$ cat config.mk
export PLATFORM = sky130hd
export DESIGN_NAME = alarm_sequencer
export DESIGN_NICKNAME = d
export VERILOG_FILES = /design/src/rtl/alarm_pkg.sv /design/src/rtl/alarm_sequencer_delay_timer.sv /design/src/rtl/alarm_sequencer.sv
export SDC_FILE = /design/constraint.sdc
export NUM_CORES = 1
export LEC_CHECK = 0
export ABC_CLOCK_PERIOD_IN_PS = 3100
export CAP_MARGIN = 20
export CORE_ASPECT_RATIO = 1.4
export CORE_MARGIN = 4
export CORE_UTILIZATION = 35
export CTS_CLUSTER_DIAMETER = 40
export CTS_CLUSTER_SIZE = 12
export DETAILED_ROUTE_END_ITERATION = 8
export HOLD_SLACK_MARGIN = 0.12
export SYNTH_ARGS = -nofsm -noshare
export SYNTH_HDL_FRONTEND = slang
export SYNTH_HIERARCHICAL = 1
export SYNTH_SLANG_ARGS = --single-unit
$ cat constraint.sdc
create_clock -name clk -period 3.1 [get_ports clk]
set_clock_uncertainty 0.1 [all_clocks]
set_input_delay 0.31 -clock clk [delete_from_list [all_inputs] [get_ports clk]]
set_output_delay 0.31 -clock clk [all_outputs]
set_load 0.05 [all_outputs]
$ cat src/rtl/alarm_pkg.sv
// Shared encodings for the alarm sequencer: state codes and a sizing helper
// for the shared delay counter.
package alarm_pkg;

    localparam int STATE_W = 3;

    typedef enum logic [STATE_W-1:0] {
        S_DISARMED  = 3'd0,
        S_EXIT_DLY  = 3'd1,
        S_ARMED     = 3'd2,
        S_ENTRY_DLY = 3'd3,
        S_ALARM     = 3'd4,
        S_HOLDOFF   = 3'd5
    } state_e;

    function automatic int max3(input int a, input int b, input int c);
        int m;
        m = (a > b) ? a : b;
        return (m > c) ? m : c;
    endfunction

endpackage

$ cat src/rtl/alarm_sequencer_delay_timer.sv
// Loadable down-counter shared by the exit, entry and siren phases.
// Stops at zero rather than wrapping.
module delay_timer #(
    parameter int CW = 5
) (
    input  logic          clk,
    input  logic          rst,
    input  logic          load,
    input  logic [CW-1:0] load_val,
    input  logic          en,
    output logic          zero
);

    logic [CW-1:0] r_cnt;

    always_ff @(posedge clk or posedge rst) begin
        if (rst)
            r_cnt <= '0;
        else if (load)
            r_cnt <= load_val;
        else if (en && r_cnt != '0)
            r_cnt <= r_cnt - CW'(1);
    end

    assign zero = (r_cnt == '0);

endmodule

$ cat src/rtl/alarm_sequencer.sv
// Multi-zone arm/disarm sequencer: exit and entry delays, siren timing,
// tripped-zone latch and wrong-code lockout into ALARM.
module alarm_sequencer
    import alarm_pkg::*;
#(
    parameter int         ZONES     = 4,
    parameter int         EXIT_CYC  = 16,
    parameter int         ENTRY_CYC = 8,
    parameter int         SIREN_CYC = 32,
    parameter logic [3:0] CODE      = 4'hA,
    parameter int         MAX_BAD   = 3
) (
    input  logic               clk,
    input  logic               rst,
    input  logic               arm_req,
    input  logic               code_vld,
    input  logic [3:0]         code_in,
    input  logic [ZONES-1:0]   zone_in,
    input  logic [ZONES-1:0]   zone_mask,
    output logic               siren,
    output logic               armed,
    output logic [STATE_W-1:0] state_o,
    output logic [ZONES-1:0]   tripped,
    output logic               code_err,
    output logic               arm_fail
);

    localparam int CW_RAW = $clog2(max3(EXIT_CYC, ENTRY_CYC, SIREN_CYC));
    localparam int CW     = (CW_RAW < 1) ? 1 : CW_RAW;
    localparam logic [CW-1:0] EXIT_LD  = CW'(EXIT_CYC - 1);
    localparam logic [CW-1:0] ENTRY_LD = CW'(ENTRY_CYC - 1);
    localparam logic [CW-1:0] SIREN_LD = CW'(SIREN_CYC - 1);
    localparam logic [2:0]    BAD_MAX  = 3'(MAX_BAD);

    state_e           r_state;
    logic [ZONES-1:0] r_tripped;
    logic [2:0]       r_bad_cnt;
    logic             r_code_err;
    logic             r_arm_fail;

    logic [ZONES-1:0] w_act;
    logic             w_good;
    logic             w_bad;
    logic [2:0]       w_bad_inc;
    logic             w_force;
    logic             w_zero;
    logic             w_load;
    logic [CW-1:0]    w_load_val;
    logic             w_en;

    assign w_act     = zone_in & ~zone_mask;
    assign w_good    = code_vld && (code_in == CODE);
    assign w_bad     = code_vld && (code_in != CODE);
    assign w_bad_inc = (r_bad_cnt == BAD_MAX) ? r_bad_cnt : r_bad_cnt + 3'd1;
    assign w_force   = w_bad && (w_bad_inc == BAD_MAX) &&
                       (r_state == S_ARMED || r_state == S_ENTRY_DLY);

    // Timer control mirrors the FSM transitions below; every entry into
    // ALARM (timeout, forced or retrigger) reloads the siren length.
    always_comb begin
        w_load     = 1'b0;
        w_load_val = '0;
        w_en       = 1'b0;
        case (r_state)
            S_DISARMED: if (arm_req && w_act == '0) begin
                w_load     = 1'b1;
                w_load_val = EXIT_LD;
            end
            S_EXIT_DLY: w_en = !w_good;
            S_ARMED: if (!w_good) begin
                if (w_force) begin
                    w_load     = 1'b1;
                    w_load_val = SIREN_LD;
                end else if (w_act != '0) begin
                    w_load     = 1'b1;
                    w_load_val = ENTRY_LD;
                end
            end
            S_ENTRY_DLY: if (!w_good) begin
                if (w_force || w_zero) begin
                    w_load     = 1'b1;
                    w_load_val = SIREN_LD;
                end else begin
                    w_en = 1'b1;
                end
            end
            S_ALARM: w_en = !w_good;
            S_HOLDOFF: if (!w_good && (w_act & ~r_tripped) != '0) begin
                w_load     = 1'b1;
                w_load_val = SIREN_LD;
            end
            default: ;
        endcase
    end

    delay_timer #(.CW(CW)) u_timer (
        .clk      (clk),
        .rst      (rst),
        .load     (w_load),
        .load_val (w_load_val),
        .en       (w_en),
        .zero     (w_zero)
    );

    always_ff @(posedge clk or posedge rst) begin
        if (rst) begin
            r_state    <= S_DISARMED;
            r_tripped  <= '0;
            r_bad_cnt  <= '0;
            r_code_err <= 1'b0;
            r_arm_fail <= 1'b0;
        end else begin
            r_code_err <= w_bad;
            r_arm_fail <= 1'b0;
            if (r_state == S_ARMED || r_state == S_ENTRY_DLY ||
                r_state == S_ALARM || r_state == S_HOLDOFF)
                r_tripped <= r_tripped | w_act;
            if (w_good)
                r_bad_cnt <= '0;
            else if (w_bad && r_state != S_DISARMED)
                r_bad_cnt <= w_bad_inc;

            case (r_state)
                S_DISARMED: begin
                    r_bad_cnt <= '0;
                    if (arm_req) begin
                        if (w_act == '0) begin
                            r_state   <= S_EXIT_DLY;
                            r_tripped <= '0;
                        end else begin
                            r_arm_fail <= 1'b1;
                        end
                    end
                end
                S_EXIT_DLY: begin
                    if (w_good)      r_state <= S_DISARMED;
                    else if (w_zero) r_state <= S_ARMED;
                end
                S_ARMED: begin
                    if (w_good)              r_state <= S_DISARMED;
                    else if (w_force)        r_state <= S_ALARM;
                    else if (w_act != '0)    r_state <= S_ENTRY_DLY;
                end
                S_ENTRY_DLY: begin
                    if (w_good)              r_state <= S_DISARMED;
                    else if (w_force)        r_state <= S_ALARM;
                    else if (w_zero)         r_state <= S_ALARM;
                end
                S_ALARM: begin
                    if (w_good)      r_state <= S_DISARMED;
                    else if (w_zero) r_state <= S_HOLDOFF;
                end
                S_HOLDOFF: begin
                    if (w_good)                              r_state <= S_DISARMED;
                    else if ((w_act & ~r_tripped) != '0)     r_state <= S_ALARM;
                end
                default: begin
                    r_state   <= S_DISARMED;
                    r_bad_cnt <= '0;
                end
            endcase
            if (w_good) r_bad_cnt <= '0;
        end
    end

    assign state_o  = r_state;
    assign siren    = (r_state == S_ALARM);
    assign armed    = (r_state == S_ARMED) || (r_state == S_ENTRY_DLY) ||
                      (r_state == S_ALARM) || (r_state == S_HOLDOFF);
    assign tripped  = r_tripped;
    assign code_err = r_code_err;
    assign arm_fail = r_arm_fail;

endmodule

# ---- Word-level counts from Yosys, hierarchy flattened
# Index checks and enable logic that the tools add are counted.
dict set report totals {
  ff_bits 17
  latch_bits 0
  ramBits 0
  romBits 0
  inputBits 16
  out_inout_bits 11
  memories 0
}
dict set report classes {
  addsub 2
  mul 0
  n_div 0
  order_cmp 0
  n_eq_ne 17
  shifts 0
  mux 47
  n_bitwise 5
  n_reduce_logical 24
}
# op n
set ops {}
lappend ops {{3-bit 2-to-1 mux} 19}
lappend ops {{5-bit 2-to-1 mux} 7}
lappend ops {{4-bit 2-to-1 mux} 5}
lappend ops {{5-bit one-hot mux with 4 select lines} 1}
lappend ops {{3-bit one-hot mux with 6 select lines} 1}
lappend ops {{3-bit by 2-bit == test with 1-bit output (second input constant)} 4}
lappend ops {{1-bit 2-to-1 mux} 12}
lappend ops {{4-bit AND} 2}
lappend ops {{1-bit logical AND} 8}
lappend ops {{4-bit != test (second input constant)} 2}
lappend ops {{4-bit NOT} 2}
lappend ops {{4-bit nonzero test} 2}
lappend ops {{7-bit AND reduction} 1}
lappend ops {{3-bit == test (second input constant)} 2}
lappend ops {{3-bit by 1-bit != test with 1-bit output (second input constant)} 2}
lappend ops {{3-bit != test (second input constant)} 2}
lappend ops {{5-bit zero test} 1}
lappend ops {{5-bit nonzero test} 1}
lappend ops {{5-bit OR reduction} 1}
lappend ops {{5-bit by 1-bit subtractor with 5-bit output (second input constant)} 1}
lappend ops {{4-bit == test (second input constant)} 1}
lappend ops {{4-bit zero test} 1}
lappend ops {{1-bit logical OR} 4}
lappend ops {{2-bit != test (second input constant)} 2}
lappend ops {{11 further kinds} 11}

# ---- Logic depth before layout (Yosys ltp)
# Gate-level depths: netlist of the first run.
dict set report depth {
  depth_word 12
  depth_mapped 11
  depth_no_buf 10
}

# ---- Cells and area by module
# The synthesis of the first run kept the hierarchy.
# mod instances cells_per_inst area_each_um2 seq_area_each_um2
set by_module_without_submodules {}
lappend by_module_without_submodules {alarm_sequencer 1 100 907.1 300.3}
lappend by_module_without_submodules {delay_timer 1 33 302.8 125.1}

# ---- Worst setup path after synthesis of the first run
# OpenSTA, ideal clock, no wires.
dict set report synth_timing {
  kind {flip-flop to flip-flop}
  startpoint {reg r_state[2], in the netlist state_o[2]}
  endpoint {reg u_timer.r_cnt[3]}
  setup_ns 0.073
  arrival_ns 3.327
  slack_ns -0.400
  stages_incl_launch_ff 8
  path_buffers 1
  synth_period_minus_slack_ns 3.500
  path_cell_list {dfrtp_1 buf_2 inv_1 nor3_1 o21a_1 or4b_1 or3_1 a21oi_2}
}
dict set report synth_via {
  elab_cells_between_ends 26
  cone_classes {eq/ne: 5; mux: 14; reduce/logical: 7}
}
# element line
set synth_lines {}
lappend synth_lines {{start, declared} alarm_sequencer.sv:35} ;# state_e r_state;
lappend synth_lines {{start signal, assigned} alarm_sequencer.sv:107} ;# r_state <= S_DISARMED;
lappend synth_lines {{start signal, assigned} alarm_sequencer.sv:128} ;# r_state <= S_EXIT_DLY;
lappend synth_lines {{start signal, assigned} alarm_sequencer.sv:136} ;# if (w_good) r_state <= S_DISARMED;
lappend synth_lines {{3-bit == test} -}
lappend synth_lines {{via siren} alarm_sequencer.sv:20} ;# output logic siren,
lappend synth_lines {{2-bit OR reduction (no source line)} -}
lappend synth_lines {{1-bit one-hot mux with 2 select lines} alarm_sequencer.sv:64} ;# case (r_state)
lappend synth_lines {{via w_en} alarm_sequencer.sv:49} ;# logic w_en;
lappend synth_lines {{1-bit logical AND} alarm_sequencer_delay_timer.sv:21} ;# else if (en && r_cnt != '0)
lappend synth_lines {{2-bit nonzero test (no source line)} -}
lappend synth_lines {{end signal, assigned} alarm_sequencer_delay_timer.sv:20} ;# r_cnt <= load_val;
lappend synth_lines {{end signal, assigned} alarm_sequencer_delay_timer.sv:22} ;# r_cnt <= r_cnt - CW'(1);
lappend synth_lines {{end, declared} alarm_sequencer_delay_timer.sv:14} ;# logic [CW-1:0] r_cnt;
# The timed path passes the listed nets, and every way through them passes these cells.
# A chain may end at the register's enable or synchronous reset.

# ---- Worst setup path in the final report of the first run
dict set report layout_timing {
  startpoint {reg r_bad_cnt[0]}
  endpoint {reg u_timer.r_cnt[3]}
}
dict set report layout_via {
  elab_chain_len 11
  elab_cells_between_ends 23
  cone_classes {add/sub: 1; eq/ne: 2; mux: 15; reduce/logical: 5}
}
# element line
set layout_rtl {}
lappend layout_rtl {{start, declared} alarm_sequencer.sv:37} ;# logic [2:0] r_bad_cnt;
lappend layout_rtl {{start signal, assigned} alarm_sequencer.sv:121} ;# r_bad_cnt <= w_bad_inc;
lappend layout_rtl {{3-bit by 1-bit adder with 3-bit output / 3-bit by 2-bit == test with 1-bit output (equally long branches)} alarm_sequencer.sv:54} ;# assign w_bad_inc = (r_bad_cnt == BAD_MAX) ? r_bad_cnt : r_bad_cnt + 3'd1;
lappend layout_rtl {{3-bit 2-to-1 mux *} alarm_sequencer.sv:54}
lappend layout_rtl {{3-bit by 2-bit == test with 1-bit output *} alarm_sequencer.sv:55} ;# assign w_force = w_bad && (w_bad_inc == BAD_MAX) &&
lappend layout_rtl {{1-bit logical AND * (2 in series)} alarm_sequencer.sv:55}
lappend layout_rtl {{1-bit logical OR *} alarm_sequencer.sv:80} ;# if (w_force || w_zero) begin
lappend layout_rtl {{1-bit 2-to-1 mux *} alarm_sequencer.sv:80}
lappend layout_rtl {{1-bit 2-to-1 mux *} alarm_sequencer.sv:79} ;# S_ENTRY_DLY: if (!w_good) begin
lappend layout_rtl {{1-bit one-hot mux with 2 select lines *} alarm_sequencer.sv:64}
lappend layout_rtl {{via w_en} alarm_sequencer.sv:49}
lappend layout_rtl {{1-bit logical AND *} alarm_sequencer_delay_timer.sv:21}
lappend layout_rtl {{2-bit nonzero test (no source line) *} -}
# Mark *: on every way through the listed nets, which the timed path passes. The rest lies on a longest branch.

==> impl_metrics.ini, run 1 <==
[drt]
drt-total-wl_um = 2820
first_iter_violations = 40
drtPass1Iterations = 4
routedWlPerCell_um = 14.0
viasPerCell = 5.23
ant_nets = 0
routed-via-count = 1057
drc = 0

[placement]
gp_congestion = 0.776
numPortBuffers = 26
place_hpwl_um = 2260
dpl_worst_slack_ns = 0.105

[sta]
final_hold_viol_count = 0
holdWs_ns = 0.181
finalSetupViolCount = 0
maxSlewViolCount = 0
relSlewSlack = 0.662
min_period_ns = 2.92
period_share = 0.943
finalSetupTns_ns = 0
tightest_slew_ns = 0.506
timing.fmax_mhz = 342
rsz0062_at_grt = false
fin_ws_ns = 0.177

[logic_synthesis]
ys_async_sr_fraction = 1.00
synth-seq-area-share = 0.352
syn_area_um2 = 1210
ys_types = 44
synth_nets = 153
yosys_register_bits = 17
synth_edf_count = 0
yosys_most_used_dff = dfrtp_1
synth_cells = 133
yosysWarningCount = 6
synth_area_per_cell_um2 = 9.10

[cts]
cts_buffer_depth = 2
cts_tree = yes
clk_pin_slew_ns = 0.06
post_cts_buffers = 0
clk_latency_ns = 0.25
cts.sinks = 17
htree_levels = 1
numCtsBuffers = 3
root_buffer = clkbuf_8

[power]
p_leak_nw = 0.703
vdd_drop_max_mv = 0.476
powerDensity_nw_per_um2 = 1030

[setup_path]
path_class = flip-flop to flip-flop
worstReg2RegStart = r_bad_cnt[0]$_DFFE_PP0P_
worstSetupEndpointType = flip-flop
r2r_cells = 10
crit_end = u_timer/r_cnt[3]$_DFFE_PP0P_
timing.rr.end = u_timer/r_cnt[3]$_DFFE_PP0P_
critical_path.cell_chain = ha_4 > mux2_4 > a22o_1 > nand4_4 > nand2b_1 > a211oi_1 > o21a_1 > or4b_1 > or3_1 > a21oi_2
slowest_delay_ns = 0.45
regToRegSetupSlack_ns = 0.18
required_ns = 3.18
start_kind = flip-flop
worst-path-max-fanout = 7
slowest_stage = dfrtp_2
arrival_ns = 3.00
startpoint = r_bad_cnt[0]$_DFFE_PP0P_

[global_routing]
grt-ovfl-total = 0
busiest_layer = met2
use_met1 = 0.141
grt_usage = 0.136
use_met2 = 0.251
antenna_found_initial = 0
grt_use_met3 = 0.0233
grt_pass1_vias = 1137
grt_pass1_wl_um = 4820
grt_max_degree = 14

[final_layout]
antenna_cells = 0
final.fill_count = 335
drive_gt1_frac = 0.160
num-nets-final = 183
synthToLayoutAreaGrowth_pct = 30.8

[floorplanning]
design.core.area_um2 = 3350
io_pins = 27
dieArea_um2 = 4470
die_w_um = 57.7
die_height_um = 77.6
initial_core_util = 0.361
fp-row-count = 25

[run_status]
status = completed

[job]
cap_violations = 0

[min_path]
min_path_type = primary input to asynchronous set/reset pin
-- stage by stage --
stage | utilization | instances | total power, mW | area (µm²)
after floorplan | - | 133 | 1.18 | 1210
after global placement | 0.455 | 198 | 1.44 | 1520
after CTS | 0.469 | 202 | 1.63 | 1570
after detailed placement | 0.455 | 198 | 1.46 | 1520
final | 0.473 | 202 | 1.63 | 1580
after global routing | 0.473 | 202 | 1.76 | 1580
-- sequential cells by signal, summed over array words and instances (netlist names) --
signal,flops
code_err,1
tripped,4
arm_fail,1
r_bad_cnt,3
u_timer/r_cnt,5
state_o,3
-- report_power, final --
part / internal (mW) / switching [mW]
Clock: 0.0912 / 0.0731
Combinational: 0.449 / 0.602
Sequential: 0.317 / 0.0997
-- critical path: cells and delay by family (launching register included) --
| kind | cells | cell delay (ns) |
|---|---|---|
| simple gates | 4 | 1.01 |
| compound gates | 4 | 0.77 |
| flops | 1 | 0.45 |
| fa+ha+maj | 1 | 0.26 |
| mux | 1 | 0.25 |
-- cells in the final DEF (no fill, tap or decap), types with 3 or more instances in the layout --
master / n
clkdlybuf4s50_1: 26
dfrtp_1: 16
nand2_1: 14
inv_1: 11
a21oi_1: 8
nor2_1: 7
nand2b_1: 7
nor2b_1: 5
nand3_1: 5
o21a_1: 5
or3b_2: 3
nor3_1: 3
o21ai_0: 3
and3_1: 3
ha_1: 3
clkbuf_8: 3
-- how the worst min path moves through the flow --
| stage | to | cells past startpoint | slack, ns | start |
|---|---|---|---|---|
| floorplan | u_timer/r_cnt[0]$_DFFE_PP0P_ | 1 | -0.01 | rst |
| global placement | tripped[3]$_DFF_PP0_ | 1 | 0.40 | tripped[3]$_DFF_PP0_ |
| detailed placement | tripped[2]$_DFF_PP0_ | 1 | 0.41 | tripped[2]$_DFF_PP0_ |
| CTS | u_timer/r_cnt[2]$_DFFE_PP0P_ | 2 | 0.19 | rst |
| global route | u_timer/r_cnt[1]$_DFFE_PP0P_ | 2 | 0.19 | rst |
| finish | u_timer/r_cnt[1]$_DFFE_PP0P_ | 2 | 0.18 | rst |
-- Yosys cell counts (4+ instances only) --
master    instances  share of area
ha_1              4          0.041
nor2_1            7          0.022
nand2b_1          7          0.036
a21oi_1           8          0.033
nand2_1          14          0.043
nor2b_1           5          0.026
nand3_1           5          0.021
inv_1            11          0.034
o21a_1            5          0.031
nor3_1            4          0.017
dfrtp_1          17           0.35
-- layer usage --
metal	vias to the layer above	wire, µm
met3	9	72
li1	521	-
met1	514	1120
met2	13	1540
met5	-	0
met4	0	79
-- cells by family after synthesis --
| group | synth area share |
|---|---|
| AND/OR/NAND/NOR | 0.329 |
| AO/OA/AOI/OAI | 0.161 |
| flip-flops | 0.352 |
| buffers and inverters | 0.0476 |
| multiplexers | 0.0414 |
| adder cells (fa/ha/maj) | 0.0414 |
| XOR/XNOR | 0.0279 |
-- final cells by class --
cell class                      count  area [µm²]  area share
Clock buffer                        4        45.0      0.0285
Timing Repair Buffer               28         275       0.174
Sequential cell                    17         427       0.270
Inverter                           11        41.3      0.0261
Tap cell                           40        50.0      0.0316
Multi-Input combinational cell    102         744       0.470
-- timing repair --
action / in CTS / in global routing
setup endpoints to repair: 0 / 1
gates resized for setup: 0 / 2
endpoints found under the hold margin: 0 / 0
hold buffers: 0 / 0
No activity file was read; power rests on OpenSTA's default activity.
==> run 2, diff against run 1 <==
Settings changed: ABC_CLOCK_PERIOD_IN_PS 3100 to 3780, CTS_CLUSTER_SIZE 12 to unset.
Clock period 3.1 ns to 3.78 ns, I/O delays scaled along.
==> impl_metrics.ini, run 2 (same netlist as run 1, synthesis figures left out) <==
[cts]
root_buffer = clkbuf_8
cts_hold_buffers = 0
htree_levels = 1
cts.sinks = 17
cts_buffer_depth = 2
post_cts_buffers = 0
cts_tree = yes
clk_latency_ns = 0.25
clk_pin_slew_ns = 0.07
numCtsBuffers = 3
cts.repair.resized = 0

[final_layout]
final_cell_mix = clkdlybuf4s50_1, dfrtp_1, nand2_1
largest_reg_flops = 5
drive_gt1_frac = 0.138
largest_register = u_timer/r_cnt
antenna_cells = 0
fin_area_um2 = 1550
final_common_cell = clkdlybuf4s50_1
synthToLayoutAreaGrowth_pct = 28.1
num-nets-final = 181

[sta]
holdWs_ns = 0.247
finalSetupViolCount = 0
fin_ws_ns = 0.683
maxSlewViolCount = 0
finalSetupTns_ns = 0
rsz0062_at_grt = false
tightest_slew_ns = 0.503
period_share = 0.819
relSlewSlack = 0.664
final_hold_viol_count = 0
timing.fmax_mhz = 323
min_period_ns = 3.10

[setup_path]
worstReg2RegStart = r_bad_cnt[0]$_DFFE_PP0P_
required_ns = 3.86
start_kind = flip-flop
worstSetupEndpointType = flip-flop
worst-path-max-fanout = 7
timing.rr.end = u_timer/r_cnt[3]$_DFFE_PP0P_
r2r_cells = 10
slowest_stage = or4b_1
path_class = flip-flop to flip-flop
slowest_delay_ns = 0.47
arrival_ns = 3.18
critical_path.cell_chain = ha_1 > mux2_4 > a22o_1 > nand4_4 > nand2b_1 > a211oi_1 > o21a_1 > or4b_1 > or3_1 > a21oi_2
regToRegSetupSlack_ns = 0.68

[run_status]
status = completed

[placement]
place_area_um2 = 1500
gp_congestion = 0.835
dpl_worst_slack_ns = 0.629
numPortBuffers = 26
place_hpwl_um = 2220

[global_routing]
grt_pass1_wl_um = 4800
grt_pass1_vias = 1082
grt-ovfl-total = 0
grt_usage = 0.134
grt_max_degree = 14
antenna_found_initial = 0

[drt]
ant_nets = 0
first_iter_violations = 16
drtPass1Iterations = 4
routedWlPerCell_um = 13.9
viasPerCell = 5.12
drt-total-wl_um = 2780
routed-via-count = 1023
drc = 0

[floorplanning]
design.core.area_um2 = 3350
io_pins = 27
fp-row-count = 25
initial_core_util = 0.361
die_height_um = 77.6
die_w_um = 57.7
dieArea_um2 = 4470

[power]
powerDensity_nw_per_um2 = 842
vdd_drop_max_mv = 0.423
p_leak_nw = 0.699

[min_path]
min_path_type = primary input to asynchronous set/reset pin

[job]
cap_violations = 0
run 2: cell count changes in the layout (fill, tap and decap cells not counted), sizes merged:
cell,change
clkinv,+1
clkbuf,-1
buf,-2
run 2: how the worst max path moves through the flow:
stage                                  start                           end  slack [ns]
floorplan             state_o[2]$_DFFE_PP0P_  u_timer/r_cnt[3]$_DFFE_PP0P_        0.28
global placement                  code_in[0]  u_timer/r_cnt[3]$_DFFE_PP0P_        0.71
detailed placement                code_in[0]  u_timer/r_cnt[3]$_DFFE_PP0P_        0.63
CTS                 r_bad_cnt[0]$_DFFE_PP0P_  u_timer/r_cnt[3]$_DFFE_PP0P_        0.66
global route        r_bad_cnt[0]$_DFFE_PP0P_  u_timer/r_cnt[3]$_DFFE_PP0P_        0.54
finish              r_bad_cnt[0]$_DFFE_PP0P_  u_timer/r_cnt[3]$_DFFE_PP0P_        0.68
run 2: through the flow:
| stage | utilization | instances | power, mW |
|---|---|---|---|
| 3_5_place_dp | 0.449 | 196 | 1.17 |
| 4_1_cts | 0.463 | 200 | 1.32 |
| 6_report | 0.463 | 200 | 1.31 |
| 2_1_floorplan | - | 133 | 0.967 |
| 5_1_grt | 0.463 | 200 | 1.41 |
| 3_3_place_gp | 0.449 | 196 | 1.16 |
run 2: metal layers:
layer  track usage  vias up  part of all wire
li1              -      519                 -
met1         0.150      478              0.39
met2         0.234       20              0.55
met3        0.0266        6             0.040
met4        0.0673        0             0.018
met5             0        -                 0
run 2: where the power goes:
group | leakage, nW | internal [mW] | total, mW | switching (mW)
sequential | 0.210 | 0.259 | 0.348 | 0.0883
combinational | 0.463 | 0.346 | 0.823 | 0.477
clock | 0.0255 | 0.0731 | 0.135 | 0.0621
run 2: layout make-up:
cell class,instances,area (µm²)
Sequential cell,17,425
Timing Repair Buffer,26,260
Clock inverter,1,5.00
Clock buffer,3,41.3
Multi-Input combinational cell,102,727
Fill cell,324,1800
Tap cell,40,50.0
Inverter,11,41.3
run 2: worst max-delay path, delay by kind of cell (launching register included):
kind,cells,cell delay (ns)
AO/OA/AOI/OAI,4,0.85
flip-flops,1,0.44
multiplexers,1,0.26
adder cells (fa/ha/maj),1,0.34
AND/OR/NAND/NOR,4,1.02
==> run 3, diff against run 2 <==
Settings changed: ABC_CLOCK_PERIOD_IN_PS 3780 to 3250.
Clock period 3.78 ns to 3.25 ns, I/O delays scaled along.
==> impl_metrics.ini, run 3 (same netlist as run 1, synthesis figures left out) <==
[run_status]
status = completed

[global_routing]
grt-ovfl-total = 0
grt_max_degree = 14
grt_usage = 0.131
grt_pass1_wl_um = 4670
grt_pass1_vias = 1043
antenna_found_initial = 0

[drt]
drtPass1Iterations = 4
routedWlPerCell_um = 13.4
drt-total-wl_um = 2690
routed-via-count = 1002
first_iter_violations = 26
ant_nets = 0
viasPerCell = 4.99
drc = 0

[sta]
finalSetupTns_ns = 0
holdWs_ns = 0.193
min_period_ns = 3.06
relSlewSlack = 0.662
tightest_slew_ns = 0.505
maxSlewViolCount = 0
period_share = 0.941
final_hold_viol_count = 0
timing.fmax_mhz = 327
fin_ws_ns = 0.193
finalSetupViolCount = 0
rsz0062_at_grt = false

[final_layout]
antenna_cells = 0
num-nets-final = 182
final_common_cell = clkdlybuf4s50_1
largest_reg_flops = 5
synthToLayoutAreaGrowth_pct = 29.3
drive_gt1_frac = 0.155
fin_area_um2 = 1560
fin_cells = 201
fin_util = 0.467
largest_register = u_timer/r_cnt
final_cell_mix = clkdlybuf4s50_1, dfrtp_1, nand2_1

[floorplanning]
io_pins = 27
die_w_um = 57.7
dieArea_um2 = 4470
fp-row-count = 25
design.core.area_um2 = 3350
die_height_um = 77.6
initial_core_util = 0.361

[cts]
cts_tree = yes
cts.sinks = 17
clk_pin_slew_ns = 0.07
cts_buffer_depth = 2
root_buffer = clkbuf_8
clk_latency_ns = 0.25
cts_hold_buffers = 0
htree_levels = 1
numCtsBuffers = 3
post_cts_buffers = 0

[power]
vdd_drop_max_mv = 0.465
power_switching_uw = 729
pwr-share-clk = 0.104
p_leak_nw = 0.705
p_total_mw = 1.53
p_int_uw = 801
p_sw_frac = 0.477
p_comb_frac = 0.642
powerDensity_nw_per_um2 = 978
power_frac_seq = 0.254

[placement]
place_area_um2 = 1520
numPortBuffers = 26
gp_congestion = 0.787
dpl_worst_slack_ns = 0.163
place_hpwl_um = 2210
placedCellCount = 197

[min_path]
min_path_type = primary input to asynchronous set/reset pin

[setup_path]
arrival_ns = 3.14
start_kind = flip-flop
worstSetupEndpointType = flip-flop
path_class = flip-flop to flip-flop
worst-path-max-fanout = 7
required_ns = 3.33

[job]
cap_violations = 0
==> run 3: changes by cell type in the layout (fill, tap and decap cells not counted), sizes merged <==
cell	before	now
buf	0	1
==> run 3: path summary, 6_finish.rpt <==
check	startpoint	end	slack, ns	depth (start not counted)
max	r_bad_cnt[0]$_DFFE_PP0P_	u_timer/r_cnt[3]$_DFFE_PP0P_	0.19	10
min	rst	u_timer/r_cnt[4]$_DFFE_PP0P_	0.19	2
max reg2reg	r_bad_cnt[0]$_DFFE_PP0P_	u_timer/r_cnt[3]$_DFFE_PP0P_	0.19	10
min reg2reg	tripped[3]$_DFF_PP0_	tripped[3]$_DFF_PP0_	0.42	1
max in group asynchronous	rst	state_o[0]$_DFFE_PP0P_	2.41	2
min in group clk	tripped[3]$_DFF_PP0_	tripped[3]$_DFF_PP0_	0.42	1
==> run 3: what timing repair did <==
item	CTS	global route
endpoints found under the setup margin	0	1
endpoints found under the hold margin	0	0
gates resized for setup	0	1
==> run 3: layout make-up <==
type                            count  area (µm²)
Clock buffer                        3        41.3
Clock inverter                      1        5.00
Fill cell                         321        1780
Inverter                           11        41.3
Multi-Input combinational cell    102         733
Sequential cell                    17         425
Tap cell                           40        50.0
Timing Repair Buffer               27         268
==> run 3: critical path, cell delays in order (launching register included) <==
cell and delay, ns:
dfrtp_1 0.43, ha_1 0.35, mux2_4 0.27, a22o_1 0.26, nand4_4 0.15, nand2b_1 0.07
a211oi_1 0.24, o21a_2 0.20, or4b_1 0.46, or3_1 0.33, a21oi_2 0.13
==> run 3: power groups by stage <==
stage	combinational, mW	clock, mW	sequential [mW]
after floorplan	0.608	0	0.520
after global placement	0.969	0	0.390
after detailed placement	0.987	0	0.393
after CTS	0.993	0.166	0.389
after global routing	1.08	0.173	0.406
final	0.982	0.159	0.389
==> run 3: layer usage <==
metal	track usage	wire [µm]
met1	0.150	1100
met2	0.238	1480
met3	0.0183	71
met4	0.0487	33
met5	0	0
